===== src/rtl/arith_pkg.sv =====
// Shared arithmetic-library definitions: serial subtractor state encoding,
// default operand width and the bit-counter width helper.
package arith_pkg;

  typedef enum logic [1:0] {
    IDLE  = 2'd0,
    SHIFT = 2'd1,
    DONE  = 2'd2
  } sub_state_t;

  localparam int DEFAULT_WIDTH = 4;

  // Counter must be able to hold the value width, hence width+1 codes.
  function automatic int cnt_width(input int width);
    return $clog2(width + 1);
  endfunction

endpackage


===== src/rtl/full_sub.sv =====
// Combinational 1-bit full subtractor: d = a - b - bi, bo = borrow out.
module full_sub (
  input  logic a,
  input  logic b,
  input  logic bi,
  output logic d,
  output logic bo
);

  assign d  = a ^ b ^ bi;
  assign bo = (~a & b) | (~(a ^ b) & bi);

endmodule


===== src/rtl/serial_subtractor.sv =====
// Bit-serial WIDTH-bit subtractor (in1 - in2 - bin), LSB first, one bit per
// clock through a single full_sub cell, with a start/done handshake.
module serial_subtractor
  import arith_pkg::*;
#(
  parameter int WIDTH = DEFAULT_WIDTH
) (
  input  logic             clk,
  input  logic             rst,
  input  logic             start,
  input  logic [WIDTH-1:0] in1,
  input  logic [WIDTH-1:0] in2,
  input  logic             bin,
  output logic             busy,
  output logic             done,
  output logic [WIDTH-1:0] diff,
  output logic             bout
);

  localparam int CW = cnt_width(WIDTH);

  sub_state_t       state, state_next;
  logic [WIDTH-1:0] a, b, r;
  logic             br;
  logic [CW-1:0]    cnt;
  logic             cell_d, cell_bo;
  logic             accept, last;

  full_sub u_cell (
    .a  (a[0]),
    .b  (b[0]),
    .bi (br),
    .d  (cell_d),
    .bo (cell_bo)
  );

  // Operands are only taken when idle or in the single done cycle.
  assign accept = start && (state == IDLE || state == DONE);
  assign last   = (state == SHIFT) && (cnt == CW'(WIDTH - 1));

  assign busy = (state == SHIFT);
  assign done = (state == DONE);

  // NOTE: every output of a combinational block gets a default first;
  // a path that leaves state_next unassigned would infer a latch.
  always_comb begin
    state_next = state;
    unique case (state)
      IDLE:    if (start) state_next = SHIFT;
      SHIFT:   if (last)  state_next = DONE;
      DONE:    state_next = start ? SHIFT : IDLE;
      default: state_next = IDLE;
    endcase
  end

  // NOTE: registers use non-blocking assignments so every flop samples
  // the pre-edge values regardless of statement order.
  always_ff @(posedge clk) begin
    if (rst) state <= IDLE;
    else     state <= state_next;
  end

  always_ff @(posedge clk) begin
    if (rst) begin
      a    <= '0;
      b    <= '0;
      r    <= '0;
      br   <= 1'b0;
      cnt  <= '0;
      diff <= '0;
      bout <= 1'b0;
    end else if (accept) begin
      a   <= in1;
      b   <= in2;
      br  <= bin;
      r   <= '0;
      cnt <= '0;
    end else if (state == SHIFT) begin
      a   <= a >> 1;
      b   <= b >> 1;
      br  <= cell_bo;
      r   <= {cell_d, r[WIDTH-1:1]};
      cnt <= cnt + CW'(1);
      // The final bit is still in flight, so publish the shifted-in value.
      if (last) begin
        diff <= {cell_d, r[WIDTH-1:1]};
        bout <= cell_bo;
      end
    end
  end

endmodule


===== config.mk =====
export PLATFORM = sky130hd
export DESIGN_NAME = serial_subtractor
export DESIGN_NICKNAME = d
export VERILOG_FILES = /design/src/rtl/arith_pkg.sv /design/src/rtl/full_sub.sv /design/src/rtl/serial_subtractor.sv
export SDC_FILE = /design/constraint.sdc
export NUM_CORES = 1
export LEC_CHECK = 0
export CAP_MARGIN = 10
export CORE_ASPECT_RATIO = 0.75
export CORE_UTILIZATION = 49
export CTS_CLUSTER_DIAMETER = 80
export DETAILED_ROUTE_END_ITERATION = 7
export MAX_ROUTING_LAYER = met4
export PLACE_DENSITY = 0.74
export SYNTH_ARGS = -nofsm -noshare
export SYNTH_HDL_FRONTEND = slang
export SYNTH_HIERARCHICAL = 1
export SYNTH_SLANG_ARGS = --single-unit

===== constraint.sdc =====
create_clock -name clk -period 1.7 [get_ports clk]
set_input_delay 0.34 -clock clk [delete_from_list [all_inputs] [get_ports clk]]
set_output_delay 0.34 -clock clk [all_outputs]
set_load 0.05 [all_outputs]

==> results of run 1 <==
==> per-layer routing <==
metal	GRT usage	wire [um]	vias to the layer above
met2	0.364	899	13
met4	0.0789	12	0
li1	-	-	391
met1	0.296	901	369
met5	-	0	-
met3	0.0814	74	2
==> layout by cell type (no fill, tap or decap), types with 2 or more instances in the layout <==
master           Yosys  layout
clkdlybuf4s50_1      0      11
nor2_2               2       2
nand2_1             17      17
nand2b_2             2       2
clkbuf_4             0       3
nor2_1               4       4
o22ai_1              3       3
nand3_1              7       7
ha_1                 2       2
buf_4                0      10
a311oi_2             2       2
a21oi_1             11      11
buf_12               0       2
dfxtp_1             22      22
mux2i_1              2       2
nor3_1               7       7
a22oi_1              2       2
nor2b_1              2       2
inv_1                4       4
==> kinds of logic after synthesis <==
group           after synthesis  share of synthesized area
simple gates                 44                      0.229
mux                           2                     0.0213
fa+ha+maj                     3                     0.0479
buf+inv                      12                     0.0759
compound gates               20                      0.148
xor+xnor                      1                    0.00932
flops                        22                      0.469
==> metrics by stage <==
stage	instance area (um^2)	total power (uW)	setup slack, ps
final	1190	1120	99.7
after global routing	1190	1180	15.6
after CTS	1190	1140	90.2
after detailed placement	1140	737	187
after global placement	1140	731	203
after floorplan	940	683	330
==> worst max path at each step <==
stage / endpoint / slack, ps / cells past startpoint
6_report: busy / 100 / 3
4_1_cts: busy / 90 / 3
2_1_floorplan: done / 330 / 1
3_3_place_gp: a[3]$_SDFFE_PP0P_ / 200 / 5
3_5_place_dp: cnt[2]$_SDFFE_PP0N_ / 190 / 4
5_1_grt: busy / 20 / 3
==> power by group <==
part           switching [uW]  total, uW  leakage (uW)  internal, uW
Combinational            88.6        169      0.000241          80.2
Clock                     159        397     0.0000279           238
Sequential               16.2        557      0.000180           541
==> area by class of cell <==
type | count | area, um^2 | area share
sequential | 22 | 440 | 0.369
timing repair buffer | 23 | 225 | 0.189
clock inverter | 1 | 30.0 | 0.0252
tap | 22 | 27.5 | 0.0231
multi-input combinational | 70 | 428 | 0.359
inverter | 5 | 18.8 | 0.0157
clock buffer | 3 | 22.5 | 0.0189
==> worst min-delay path, delay by kind of cell, from the launching register on <==
family | cells | cell delay [ps]
DFF | 1 | 330
and+or+nand+nor | 1 | 50
AOI/OAI and AO/OA | 1 | 50
==> flip-flops by register name, indices dropped and copies added, names as in the netlist <==
signal  count
r           3
diff        4
bout        1
a           4
b           4
state       2
cnt         3
br          1
==> impl_metrics.tcl, run 1 <==
set metrics [dict create \
    synth_top_cell_by_area "dfxtp_1" \
    postLayoutCoreUtil 0.673 \
    post-route-drc-count 0 \
    hp-class "flop to flop" \
    dieWidth_um 52.6 \
    grt_pass1_vias 694 \
    drv_slew 0 \
    start_util 0.530 \
    vias_per_cell 5.31 \
    crit_start "state[1]$_SDFFE_PP0P_" \
    cp_cell_sequence "nand2b_2 > inv_2 > buf_12" \
    yosys_warnings 6 \
    clockBufferDepth 2 \
    ys_top_cells_by_count "dfxtp_1 (22), nand2_1 (17), a21oi_1 (11)" \
    core_area_mm2 0.00177 \
    clock_latency_ps 310 \
    cts_tree "done" \
    grt_max_degree 17 \
    tightestPinTransition_ps 308 \
    synth_edf_count 0 \
    cp_data_required_time_ps 1360 \
    antenna_found_initial 0 \
    placed_cells 142 \
    crit_buf_inv 2 \
    netlist_instances 104 \
    synth_area_per_cell_um2 9.04 \
    final_hold_viol_count 0 \
    synth_area_um2 940 \
    ir_drop_uv 682 \
    max_freq_ghz 0.625 \
    postCtsSetupRepairBufs 0 \
    synth_flop_cell "dfxtp_1" \
    clock-sinks 22 \
    syn-num-nets 119 \
    grt_pass1_wl_um 3250 \
    synth_most_common_cell "dfxtp_1" \
    cpPeakStageDelay_ps 330 \
    cp-end-kind "output port" \
    hold_ws_ps 464 \
    place.gp.congestion 0.737 \
    yosys.cell_types.count 26 \
    min_path_cells 2 \
    grt_overflow 0 \
    clk_pin_slew_ps 120 \
    die_h_um 39.9 \
    vias 775 \
    hold_start "diff[2]$_SDFFE_PP0P_" \
    drtIter0Drc 22 \
    postCtsHoldBufs 0 \
    min_period_ps 1600 \
    finalNetCount 140 \
    die-area_mm2 0.00210 \
    drive_gt1_frac 0.202 \
    fin_skew_ps 3.55 \
    row_count 13 \
    syn2layout_area_growth_pct 26.9 \
    maxCapViolCount 0 \
    synthTopCellsByArea "dfxtp_1 (47%), nand2_1 (6.8%), a21oi_1 (5.9%)" \
    fin_setup_tns_ps 0 \
    path_class "flop to output port" \
    htreeDepth 1 \
    async_flop_share 0 \
    cts_buffers 3 \
    cp_max_fo 15 \
    ctsResizeCount 0 \
    ys_ff_latch 22 \
    drt_first_pass_iters 4 \
    nFillCells 145 \
    cellLeakagePower_uw 0.000449 \
    fin_cells 146 \
    reg2reg_from "cnt[0]$_SDFFE_PP0N_" \
    worstHoldEndpoint "diff[2]$_SDFFE_PP0P_" \
    synth-seq-area-share 0.469 \
    rr_worst_depth 5 \
    n_antenna_cell 0 \
    rsz0062_at_grt "false" \
    grt_use_total 0.238 \
    fin_crit_sh 0.941 \
    cts_root_buf "clkbuf_4" \
    io_buffers 18 \
    dp_hpwl_um 1360 \
    avgRoutedWirePerCell_um 12.9 \
    drt_wl_total_um 1890 \
    synth_top_area_frac 0.469 \
    status "finished clean" \
    setup_viol 0 \
    cp.arrival_ps 1260 \
    p_per_area_mw_per_mm2 942 \
    ant_nets 0 \
    rrSetupSlack_ps 390 \
    cpLargestDelayFamily "buffers and inverters" \
    cp_slowest_cell "dfxtp_1" \
    cp-start-kind "flop" \
    reg2reg_to "diff[1]$_SDFFE_PP0P_" \
    maxSlewHeadroom 0.794 \
    ioPinCount 19 \
]
(Power assumes the default switching activity.)
==> run 2, diff against run 1 <==
Settings changed: CORE_MARGIN set to 2.
==> run 2 against run 1 <==
Cell area fell by 1.4%. Cell count did not move. Combinational power barely moved. Count of clock-buffer cells in the layout rose by 1. Sequential power barely moved. Flip-flop and latch count did not move. Wire length rose by 6.6%. Setup slack got worse by 14 ps. Critical path depth did not move. Clock power fell by 28%. Register-to-register slack improved by 20 ps. Global-route usage fell by 2.3 points.
==> impl_metrics.tcl, run 2 (synthesis gave the netlist of run 1 again) <==
set metrics [dict create \
    status "finished clean" \
    hold_start "diff[2]$_SDFFE_PP0P_" \
    hp-class "flop to flop" \
    internal_power_uw 751 \
    rr_worst_depth 3 \
    drt_first_pass_iters 4 \
    start_util 0.530 \
    grt_overflow 0 \
    clk_pin_slew_ps 120 \
    drv_slew 0 \
    fin_cells 146 \
    ant_nets 0 \
    maxSlewHeadroom 0.779 \
    nFillCells 140 \
    cpPeakStageDelay_ps 340 \
    final_common_cell "dfxtp_1" \
    dieWidth_um 54.6 \
    p_comb_frac 0.169 \
    p_clk_frac 0.283 \
    multi_input_area_um2 428 \
    cts_root_buf "clkbuf_4" \
    cellLeakagePower_uw 0.000442 \
    cts_tree "done" \
    final_hold_viol_count 0 \
    p_per_area_mw_per_mm2 863 \
    drtIter0Drc 10 \
    postCtsSetupRepairBufs 0 \
    top_regs "a x4, b x4, diff x4" \
    clockBufferDepth 2 \
    postCtsHoldBufs 0 \
    htreeDepth 1 \
    placed_cells 142 \
    min_path_cells 2 \
    cp_data_required_time_ps 1360 \
    rsz0062_at_grt "false" \
    dp_hpwl_um 1430 \
    post-route-drc-count 0 \
    io_buffers 18 \
    p_sw_frac 0.260 \
    grt_util_met2 0.330 \
    die-area_mm2 0.00229 \
    rrSetupSlack_ps 410 \
    busiest_layer "met2" \
    cp_cell_sequence "nand2b_2 > inv_2 > buf_12" \
    grt_pass1_wl_um 3420 \
    vias_per_cell 5.42 \
    ctsResizeCount 0 \
    grt_pass1_vias 796 \
    vias 791 \
    clock_latency_ps 310 \
    cp_slowest_cell "dfxtp_1" \
    reg2reg_to "cnt[2]$_SDFFE_PP0N_" \
    tightestPinTransition_ps 331 \
    fin_crit_sh 0.950 \
    path_class "flop to output port" \
    cp-end-kind "output port" \
    antenna_found_initial 0 \
    drt_wl_total_um 2010 \
    clock-sinks 22 \
    worstHoldEndpoint "diff[2]$_SDFFE_PP0P_" \
    avgRoutedWirePerCell_um 13.8 \
    fin_skew_ps 5.04 \
    grtUsageMet1 0.259 \
    syn2layout_area_growth_pct 25.2 \
    max_freq_ghz 0.619 \
    setup_viol 0 \
    n_antenna_cell 0 \
    maxCapViolCount 0 \
    grt_use_total 0.215 \
    die_h_um 41.9 \
    use_met3 0.0755 \
    reg2reg_from "state[0]$_SDFFE_PP0P_" \
    cp.arrival_ps 1270 \
    core_area_mm2 0.00177 \
    power_frac_seq 0.549 \
    ir_drop_uv 751 \
    ioPinCount 19 \
    cts_buffers 3 \
    area.sequential_um2 440 \
    grt_max_degree 17 \
    final_cell_mix "dfxtp_1 (22), nand2_1 (17), a21oi_1 (11), clkdlybuf4s50_1 (11), buf_4 (10)" \
    cp-start-kind "flop" \
    min_period_ps 1610 \
    drive_gt1_frac 0.202 \
    cp_max_fo 15 \
    p_sw_uw 264 \
    finalNetCount 140 \
    place.gp.congestion 0.779 \
    fin_setup_tns_ps 0 \
    row_count 13 \
]
==> run 2: cell count changes in the layout (fill, tap and decap cells not counted), sizes merged <==
cell    change
bufinv      -1
clkbuf      +1
==> run 2: final cells by class <==
class / count / share of cell area
sequential: 22 / 0.374
multi-input combinational: 70 / 0.364
timing repair buffer: 23 / 0.191
clock buffer: 4 / 0.0309
tap: 22 / 0.0234
inverter: 5 / 0.0160
==> run 2: how the worst max path moves through the flow <==
stage	startpoint	endpoint	cells after the start
3_3_place_gp	start	a[3]$_SDFFE_PP0P_	5
2_1_floorplan	state[0]$_SDFFE_PP0P_	done	1
5_1_grt	state[0]$_SDFFE_PP0P_	busy	3
3_5_place_dp	start	cnt[2]$_SDFFE_PP0N_	4
6_report	state[1]$_SDFFE_PP0P_	busy	3
4_1_cts	state[1]$_SDFFE_PP0P_	busy	3
==> run 2: power by group through the flow <==
| stage | registers [uW] | clock network [uW] | logic [uW] |
|---|---|---|---|
| 6_report | 557 | 287 | 171 |
| 2_1_floorplan | 564 | 0 | 119 |
| 5_1_grt | 560 | 314 | 190 |
| 4_1_cts | 557 | 290 | 170 |
| 3_3_place_gp | 567 | 0 | 164 |
| 3_5_place_dp | 568 | 0 | 169 |
==> run 2: layer usage <==
| metal | routed length [um] | up-vias |
|---|---|---|
| li1 | - | 392 |
| met1 | 932 | 376 |
| met2 | 962 | 21 |
| met3 | 105 | 2 |
| met4 | 12 | 0 |
| met5 | 0 | - |
==> run 2: stage by stage <==
stage | worst slack [ps] | power, uW | utilization | area [um^2] | hold slack, ps
after global placement | 203 | 731 | 0.643 | 1140 | 448
final | 85.3 | 1020 | 0.663 | 1180 | 465
after floorplan | 330 | 683 | - | 940 | 437
after CTS | 87.4 | 1020 | 0.663 | 1180 | 465
after detailed placement | 160 | 738 | 0.643 | 1140 | 448
after global routing | 2.90 | 1060 | 0.663 | 1180 | 492
==> run 2: critical path: cells and delay by family, from the launching register on <==
family        cells  cell delay, ps
simple gates      1             180
buf+inv           2             440
flops             1             340
